$ cat config.mk
export PLATFORM = sky130hd
export DESIGN_NAME = dom_rand_gen
export DESIGN_NICKNAME = d
export VERILOG_FILES = /design/src/rtl/dom_rand_pkg.sv /design/src/rtl/dom_rand_gen_lfsr_step.sv /design/src/rtl/dom_rand_gen.sv
export SDC_FILE = /design/constraint.sdc
export NUM_CORES = 1
export LEC_CHECK = 0
export CAP_MARGIN = 20
export CORE_MARGIN = 2
export CORE_UTILIZATION = 45
export DETAILED_ROUTE_END_ITERATION = 7
export HOLD_SLACK_MARGIN = 0.12
export PLACE_DENSITY_LB_ADDON = 0.3
export SLEW_MARGIN = 30
export SYNTH_ARGS = -nofsm -noshare
export SYNTH_HDL_FRONTEND = slang
export SYNTH_SLANG_ARGS = --single-unit
$ cat constraint.sdc
create_clock -name clk -period 1.95 [get_ports clk]
set_clock_uncertainty 0.2 [all_clocks]
set_input_delay 0.585 -clock clk [delete_from_list [all_inputs] [get_ports clk]]
set_output_delay 0.585 -clock clk [all_outputs]
set_load 0.02 [all_outputs]
$ cat src/rtl/dom_rand_pkg.sv
// Shared constants for the DOM fresh-randomness source: LFSR taps, seed fallback
// and FSM state encodings.
package dom_rand_pkg;

    localparam int LFSR_W = 32;

    // Taps 32,22,2,1 expressed as zero-based bit indices.
    localparam int TAP_A = 31;
    localparam int TAP_B = 21;
    localparam int TAP_C = 1;
    localparam int TAP_D = 0;

    localparam logic [LFSR_W-1:0] SEED_FALLBACK = 32'h1;

    typedef enum logic [1:0] {
        IDLE   = 2'd0,
        WARMUP = 2'd1,
        RUN    = 2'd2
    } state_e;

    localparam logic [1:0] ST_IDLE   = 2'(IDLE);
    localparam logic [1:0] ST_WARMUP = 2'(WARMUP);
    localparam logic [1:0] ST_RUN    = 2'(RUN);

    // An all-zero state is the LFSR's lock-up point, so it is never loaded.
    function automatic logic [LFSR_W-1:0] seed_fix(input logic [LFSR_W-1:0] s);
        return (s == '0) ? SEED_FALLBACK : s;
    endfunction

endpackage

$ cat src/rtl/dom_rand_gen_lfsr_step.sv
// Combinational multi-step advance of the 32-bit Fibonacci LFSR (taps 32,22,2,1).
// Shared with other mask sources; STEP single steps are unrolled.
module lfsr_step
    import dom_rand_pkg::*;
#(
    parameter int STEP = 2
) (
    input  logic [LFSR_W-1:0] state_in,
    output logic [LFSR_W-1:0] state_out
);

    always_comb begin
        logic [LFSR_W-1:0] s;
        s = state_in;
        for (int i = 0; i < STEP; i++) begin
            s = {s[LFSR_W-2:0], s[TAP_A] ^ s[TAP_B] ^ s[TAP_C] ^ s[TAP_D]};
        end
        state_out = s;
    end

endmodule

$ cat src/rtl/dom_rand_gen.sv
// Refresh-mask source for the DOM GF(2^2) multipliers: seeded LFSR, warm-up, take/valid
// handshake. Define DOM_RAND_HEALTH_EN to add the repetition-count health test.
module dom_rand_gen
    import dom_rand_pkg::*;
#(
    parameter int OUT_W        = 2,
    parameter int NUM_OUT      = 1,
    parameter int WARMUP       = 64,
    parameter int HEALTH_LIMIT = 16
) (
    input  logic                       clk,
    input  logic                       rst_n,
    input  logic                       seed_valid,
    output logic                       seed_ready,
    input  logic [31:0]                seed_data,
    output logic                       z_valid,
    input  logic                       z_take,
    output logic [OUT_W*NUM_OUT-1:0]   z_data,
    output logic                       health_fail
);

    localparam int STEP  = OUT_W * NUM_OUT;
    localparam int CNT_W = (WARMUP > 0) ? $clog2(WARMUP + 1) : 1;

    logic [1:0]        state_reg;
    logic [LFSR_W-1:0] lfsr_reg;
    logic [LFSR_W-1:0] lfsr_adv;
    logic [CNT_W-1:0]  warm_cnt_reg;
    logic              z_valid_reg;
    logic              seed_load;
    logic              take;
    logic              health_trip;
    logic [STEP-1:0]   word;

    assign seed_ready = (state_reg != ST_WARMUP);
    assign seed_load  = seed_valid && seed_ready;
    assign take       = z_take && z_valid_reg;
    assign word       = lfsr_reg[STEP-1:0];

    lfsr_step #(
        .STEP(STEP)
    ) u_step (
        .state_in (lfsr_reg),
        .state_out(lfsr_adv)
    );

    // z_valid trails entry into RUN by one edge, so the first word appears the
    // cycle after the last warm-up advance.
    always_ff @(posedge clk or negedge rst_n) begin
        if (!rst_n) begin
            state_reg    <= ST_IDLE;
            lfsr_reg     <= '0;
            warm_cnt_reg <= '0;
            z_valid_reg  <= 1'b0;
        end else if (seed_load) begin
            lfsr_reg     <= seed_fix(seed_data);
            warm_cnt_reg <= '0;
            z_valid_reg  <= 1'b0;
            state_reg    <= (WARMUP == 0) ? ST_RUN : ST_WARMUP;
        end else begin
            case (state_reg)
                ST_WARMUP: begin
                    lfsr_reg     <= lfsr_adv;
                    warm_cnt_reg <= warm_cnt_reg + CNT_W'(1);
                    if (warm_cnt_reg == CNT_W'(WARMUP - 1))
                        state_reg <= ST_RUN;
                end
                ST_RUN: begin
                    if (take)
                        lfsr_reg <= lfsr_adv;
                    if (health_trip) begin
                        state_reg   <= ST_IDLE;
                        z_valid_reg <= 1'b0;
                    end else begin
                        z_valid_reg <= 1'b1;
                    end
                end
                default: z_valid_reg <= 1'b0;
            endcase
        end
    end

`ifdef DOM_RAND_HEALTH_EN
    localparam int REP_W = $clog2(HEALTH_LIMIT + 1);

    logic [REP_W-1:0] rep_cnt_reg;
    logic [REP_W-1:0] rep_cnt_next;
    logic [STEP-1:0]  prev_word_reg;
    logic             health_fail_reg;

    // A zero count means no word has been accepted since the last seed.
    always_comb begin
        rep_cnt_next = rep_cnt_reg;
        if (take)
            rep_cnt_next = (rep_cnt_reg != '0 && word == prev_word_reg)
                         ? rep_cnt_reg + REP_W'(1) : REP_W'(1);
    end

    assign health_trip = take && (rep_cnt_next == REP_W'(HEALTH_LIMIT));
    assign health_fail = health_fail_reg;

    always_ff @(posedge clk or negedge rst_n) begin
        if (!rst_n) begin
            rep_cnt_reg     <= '0;
            prev_word_reg   <= '0;
            health_fail_reg <= 1'b0;
        end else if (seed_load) begin
            rep_cnt_reg     <= '0;
            health_fail_reg <= 1'b0;
        end else begin
            rep_cnt_reg <= rep_cnt_next;
            if (take)
                prev_word_reg <= word;
            if (health_trip)
                health_fail_reg <= 1'b1;
        end
    end
`else
    assign health_trip = 1'b0;
    assign health_fail = 1'b0;
`endif

    assign z_valid = z_valid_reg;
    assign z_data  = z_valid_reg ? word : '0;

endmodule

-- Word level (Yosys, flattened, before mapping)
Index checks and enable logic that the tools add are counted.
- register bits after elaboration: 42
- bits of input ports: 36
- output and inout bits: 5
- word-level logic and storage cells: 37
- add/subtract/negate cells: 1
- equal/unequal tests: 6
- multiplexer cells: 12
- bitwise operators: 6
- reduce and logical (&&, ||, !) cells: 8
- operators by type and width (operator ; number):
    $mux W32 ; 3
    $pmux W32 S2 ; 1
    $logic_not A32 Y1 ; 1
    $mux W7 ; 2
    $mux W2 ; 4
    $add A7 B1 Y7 const B ; 1
    $eq A7 B6 Y1 const B ; 1
    $xor A1 B1 Y1 ; 6
    $reduce_and A2 Y1 ; 2
    $reduce_bool A2 Y1 ; 2
    $ne A3 B3 Y1 const B ; 1
    $reduce_bool A3 Y1 ; 1
    $eq A2 B1 Y1 const B ; 1
    $eq A2 B2 Y1 const B ; 1
    $logic_and A1 B1 Y1 ; 2
    $ne A2 B1 Y1 const B ; 1
    $ne A2 B2 Y1 const B ; 1
    $pmux W1 S2 ; 1
    $mux W1 ; 1

-- Depth between registers and ports, before layout
- word-level depth: 7
- depth in mapped cells: 8

-- Hierarchy
From an unflattened synthesis, not the netlist that was laid out.
- cells, all modules: 236
- area total of the unflattened synthesis: 2354.8 um^2
- by module, submodules not included (module ; times used ; cells each ; area each (um^2) ; seq. area each (um^2)):
    dom_rand_gen ; 1 ; 202 ; 2080.7 ; 1051.0
    lfsr_step ; 1 ; 34 ; 274.0 ; 0.0

-- Worst setup path after synthesis
OpenSTA, ideal clock, no wires.
- path kind: reg-to-reg
- start: register state_reg[1]
- end: register lfsr_reg[22]
- setup time: 0.124 ns
- arrival time: 1.286 ns
- data required time: 1.626 ns
- setup slack: 0.339 ns
- stages on the path, launching flop included: 9
- buffers on the path: 3
- clock period less this slack: 1.611 ns
- cells stage by stage: dfrtp_1 nor2b_4 buf_6 inv_4 buf_8 nand2_8 buf_8 mux2i_1 o21ai_1
- longest elaborated chain between the ends: 4
- elaborated cells on any way between the ends: 9
- those cells by class: eq/ne (4); mux (2); reduce/logical (3)
- ends and longest elaborated chain (what ; RTL line ; source):
    start: declaration ; dom_rand_gen.sv:25 ; logic [1:0] state_reg;
    start signal: assignment ; dom_rand_gen.sv:59 ; state_reg <= (WARMUP == 0) ? ST_RUN : ST_WARMUP;
    $ne A2 B1 Y1 * ; dom_rand_gen.sv:35 ; assign seed_ready = (state_reg != ST_WARMUP);
    via seed_ready ; dom_rand_gen.sv:14 ; output logic seed_ready,
    $logic_and A1 B1 Y1 * ; dom_rand_gen.sv:36 ; assign seed_load = seed_valid && seed_ready;
    $ne A3 B3 Y1 (no source line) or $reduce_bool A3 Y1 (tied branches) ; n/a ;
    $reduce_and A2 Y1 (no source line) ; n/a ;
    end signal: assignment ; dom_rand_gen.sv:56 ; lfsr_reg <= seed_fix(seed_data);
    end signal: assignment ; dom_rand_gen.sv:63 ; lfsr_reg <= lfsr_adv;
    end signal: assignment ; dom_rand_gen.sv:70 ; lfsr_reg <= lfsr_adv;
    end: declaration ; dom_rand_gen.sv:26 ; logic [LFSR_W-1:0] lfsr_reg;
The timed path passes the listed nets; every way through them passes the cells marked *.
A chain may end at the register's enable or synchronous reset.

-- Worst setup path in the final report
- start: register state_reg[1]
- end: output port seed_ready
- longest elaborated chain between the ends: 1
- ends and longest elaborated chain (what ; RTL line):
    $ne A2 B1 Y1 ; dom_rand_gen.sv:35
    end: declaration ; dom_rand_gen.sv:14
Every way passes these cells.

==> impl_results.md <==
- Clk slew on worst S/H paths: approximately 80 ps
- Static Leakage: 1.40 nW
- Maximum clock path buffer count: 2
- Setup-failing EPs final: 0
- Status: finished, final reports clean
- Total CTS buffers: 5
- Max VDD drop: ~0.66 mV
- M1 WL: around 2.4 mm
- Design area: ~2900 um^2
- Worst skew pair latency: 300 ps
- Syn avg cell area: approximately 10 um^2
- Hold Crit Start: warm_cnt_reg[5]
- Mapped cell area: about 2100 um^2
- Post-synth cell types: 36
- Crit Path Class: reg -> out
- FF-to-FF End: lfsr_reg[13]
- CTS H-tree lvls: 2
- Tot GR Track Use: 0.197
- Fin nets: around 320
- Max Cap Violations: 0
- Dpl cell area: around 2700 um^2
- Tcrit/Tclk final: 0.982
- Final core utilization: 0.624
- WHS Path Cells: 1
- N_diodes: 0
- Final Slew Violations: 0
- Post-Route WL: ~4.7 mm
- Synth top cells by count: 42 x dfrtp_1, 39 x nand2_1, 30 x mux2i_1, 30 x o21ai_1
- Clock Sinks: between 40 and 50
- Wire per inst: around 14 um
- Die width: ~73 um
- Met2 routed WL: approximately 2.1 mm
- Ports: a little over 40
- Synth area leaders: dfrtp_1 49%, mux2i_1 14%, o21ai_1 7.0%
- R2r worst-path depth: 6
- Pre-CTS setup slack: -349 ps
- Initial antenna violation count: 0
- Count leader, synth: dfrtp_1
- DRC Markers: 0
- Endpoint type of the worst setup path: output port
- Die ar.: ~5300 um^2
- Port-buffer cells: 39
- Largest net degree at the start of global routing: 43
- # rows: 25
- Seq/Total Area, Yosys: 0.491
- Final ANT Viol Nets: 0
- Area leader, netlist: dfrtp_1
- Post-detail-place hpwl: 3.21 mm
- Metal3 WL: 172 um
- Power Density: roughly 1200 nW/um^2
- TritonCTS clock tree: yes
- FFs w/ async S/R, synth: 1.00
- Top FF cell, synth: dfrtp_1
- Fillcell total: between 300 and 400
- FF+latch count, synth: 42
- Global placer's final weighted congestion: 0.769
- Final worst slack: 35.5 ps
- First drt pass iteration count: 4
- Post-layout min period: between 1500 and 2000 ps
- Initial DRC count: about 120
- Synthesized Nets: approximately 250
- Post-synth EDFFs: 0
- DR vias/cell: approximately 5.2
- Root Driver: clkbuf_8
- Worst Hold Class: reg -> reg
- Hold slack: ~280 ps
- Placed insts: 321
- Max reg flops: 32
- Crit Reg-Reg Startpoint: state_reg[1]
- Initial core utilization: 0.459
- Die height: approximately 73 um
- Global-route wire length before repair: around 8 mm
- Hold Fails Final Rpt: 0
- Worst EP required: 1160 ps
- Top-area cell type share of the netlist area: 0.491
- Area Overhead vs Synth: 35.8%
- Startpoint class of the critical path: flip-flop
- Total gr overflow: 0
- Top Layer Used: met4
- Cell Count, Final, Fillers Out: approximately 330
- Worst-case hold path end point: warm_cnt_reg[5]
- Worst-path fanout max: 2
- Number of global-route vias before repair: 1725
- Gate count of the mapped netlist: 211
- Tot Pwr: around 3.6 mW
- Worst reg-to-reg setup slack: between 200 and 250 ps
- Area of the core: 4660 um^2
- Setup_tns: 0 ps
- Area of the multi-input gates: 997 um^2
- Total number of vias: 1738
- Share of cells above drive strength 1: 0.186
- Data arrival, critical path: 1130 ps
- Fmax: around 0.52 GHz
- Yosys Warn Count: 0
- Sequential Area: approximately 1100 um^2
[layout make-up]
type,instances,share of cell area
sequential,42,0.362
multi-input combinational,154,0.343
timing repair buffer,73,0.232
clock buffer,7,0.0263
tap,54,0.0232
clock inverter,1,0.0103
inverter,2,0.00344
[critical path, stage by stage, from the launching register on]
cell	delay [ps]
dfrtp_1	410
nor2b_4	150
inv_4	30
clkdlybuf4s15_2	240
[how the worst max path moves through the flow]
stage	end	from
after floorplan	lfsr_reg[22]	state_reg[1]
after global placement	lfsr_reg[0]	seed_data[25]
after detailed placement	lfsr_reg[0]	seed_data[25]
after CTS	lfsr_reg[0]	seed_data[0]
after global routing	lfsr_reg[0]	seed_data[4]
final	seed_ready	state_reg[1]
[cell usage in the layout, fill, tap and decap left out, types with 2 or more instances in the layout]
master	count
xnor2_1	3
clkbuf_8	5
nand4_1	3
dfrtp_1	42
buf_4	30
nor2_1	6
nand2_1	39
o21a_1	2
and2_1	2
a31oi_1	2
nor4_1	4
nand3_1	5
clkdlybuf4s50_1	33
buf_12	3
clkbuf_1	2
mux2i_1	30
o21ai_0	8
xor2_1	2
nor4_2	3
o21ai_1	30
buf_2	2
a21oi_1	2
[metal layers]
layer  vias up  GRT usage
met1       821      0.287
met3         7     0.0442
met5         -          0
met4         0     0.0556
met2        32      0.295
li1        878          -
[kinds of logic (layout without fill, tap and decap cells)]
family          Yosys count  after routing  share of synthesized area
xor+xnor                  5              5                     0.0205
flops                    42             42                      0.491
simple gates             69             69                      0.157
buf+inv                  15             83                     0.0620
compound gates           48             48                      0.122
other cells               1              1                    0.00175
fa+ha+maj                 1              1                    0.00585
mux                      30             30                      0.140
[power by group]
group,internal (mW),switching [mW]
Sequential,1.29,0.262
Combinational,0.716,0.654
Clock,0.384,0.302
[what timing repair did]
item,4_1_cts,5_1_grt
setup endpoints to repair,5,4
gates resized for setup,10,9
pin swaps,0,2
hold endpoints to repair,42,0
hold buffers,1,0
buffers inserted,3,0
Power figures use the tool's default switching activity.
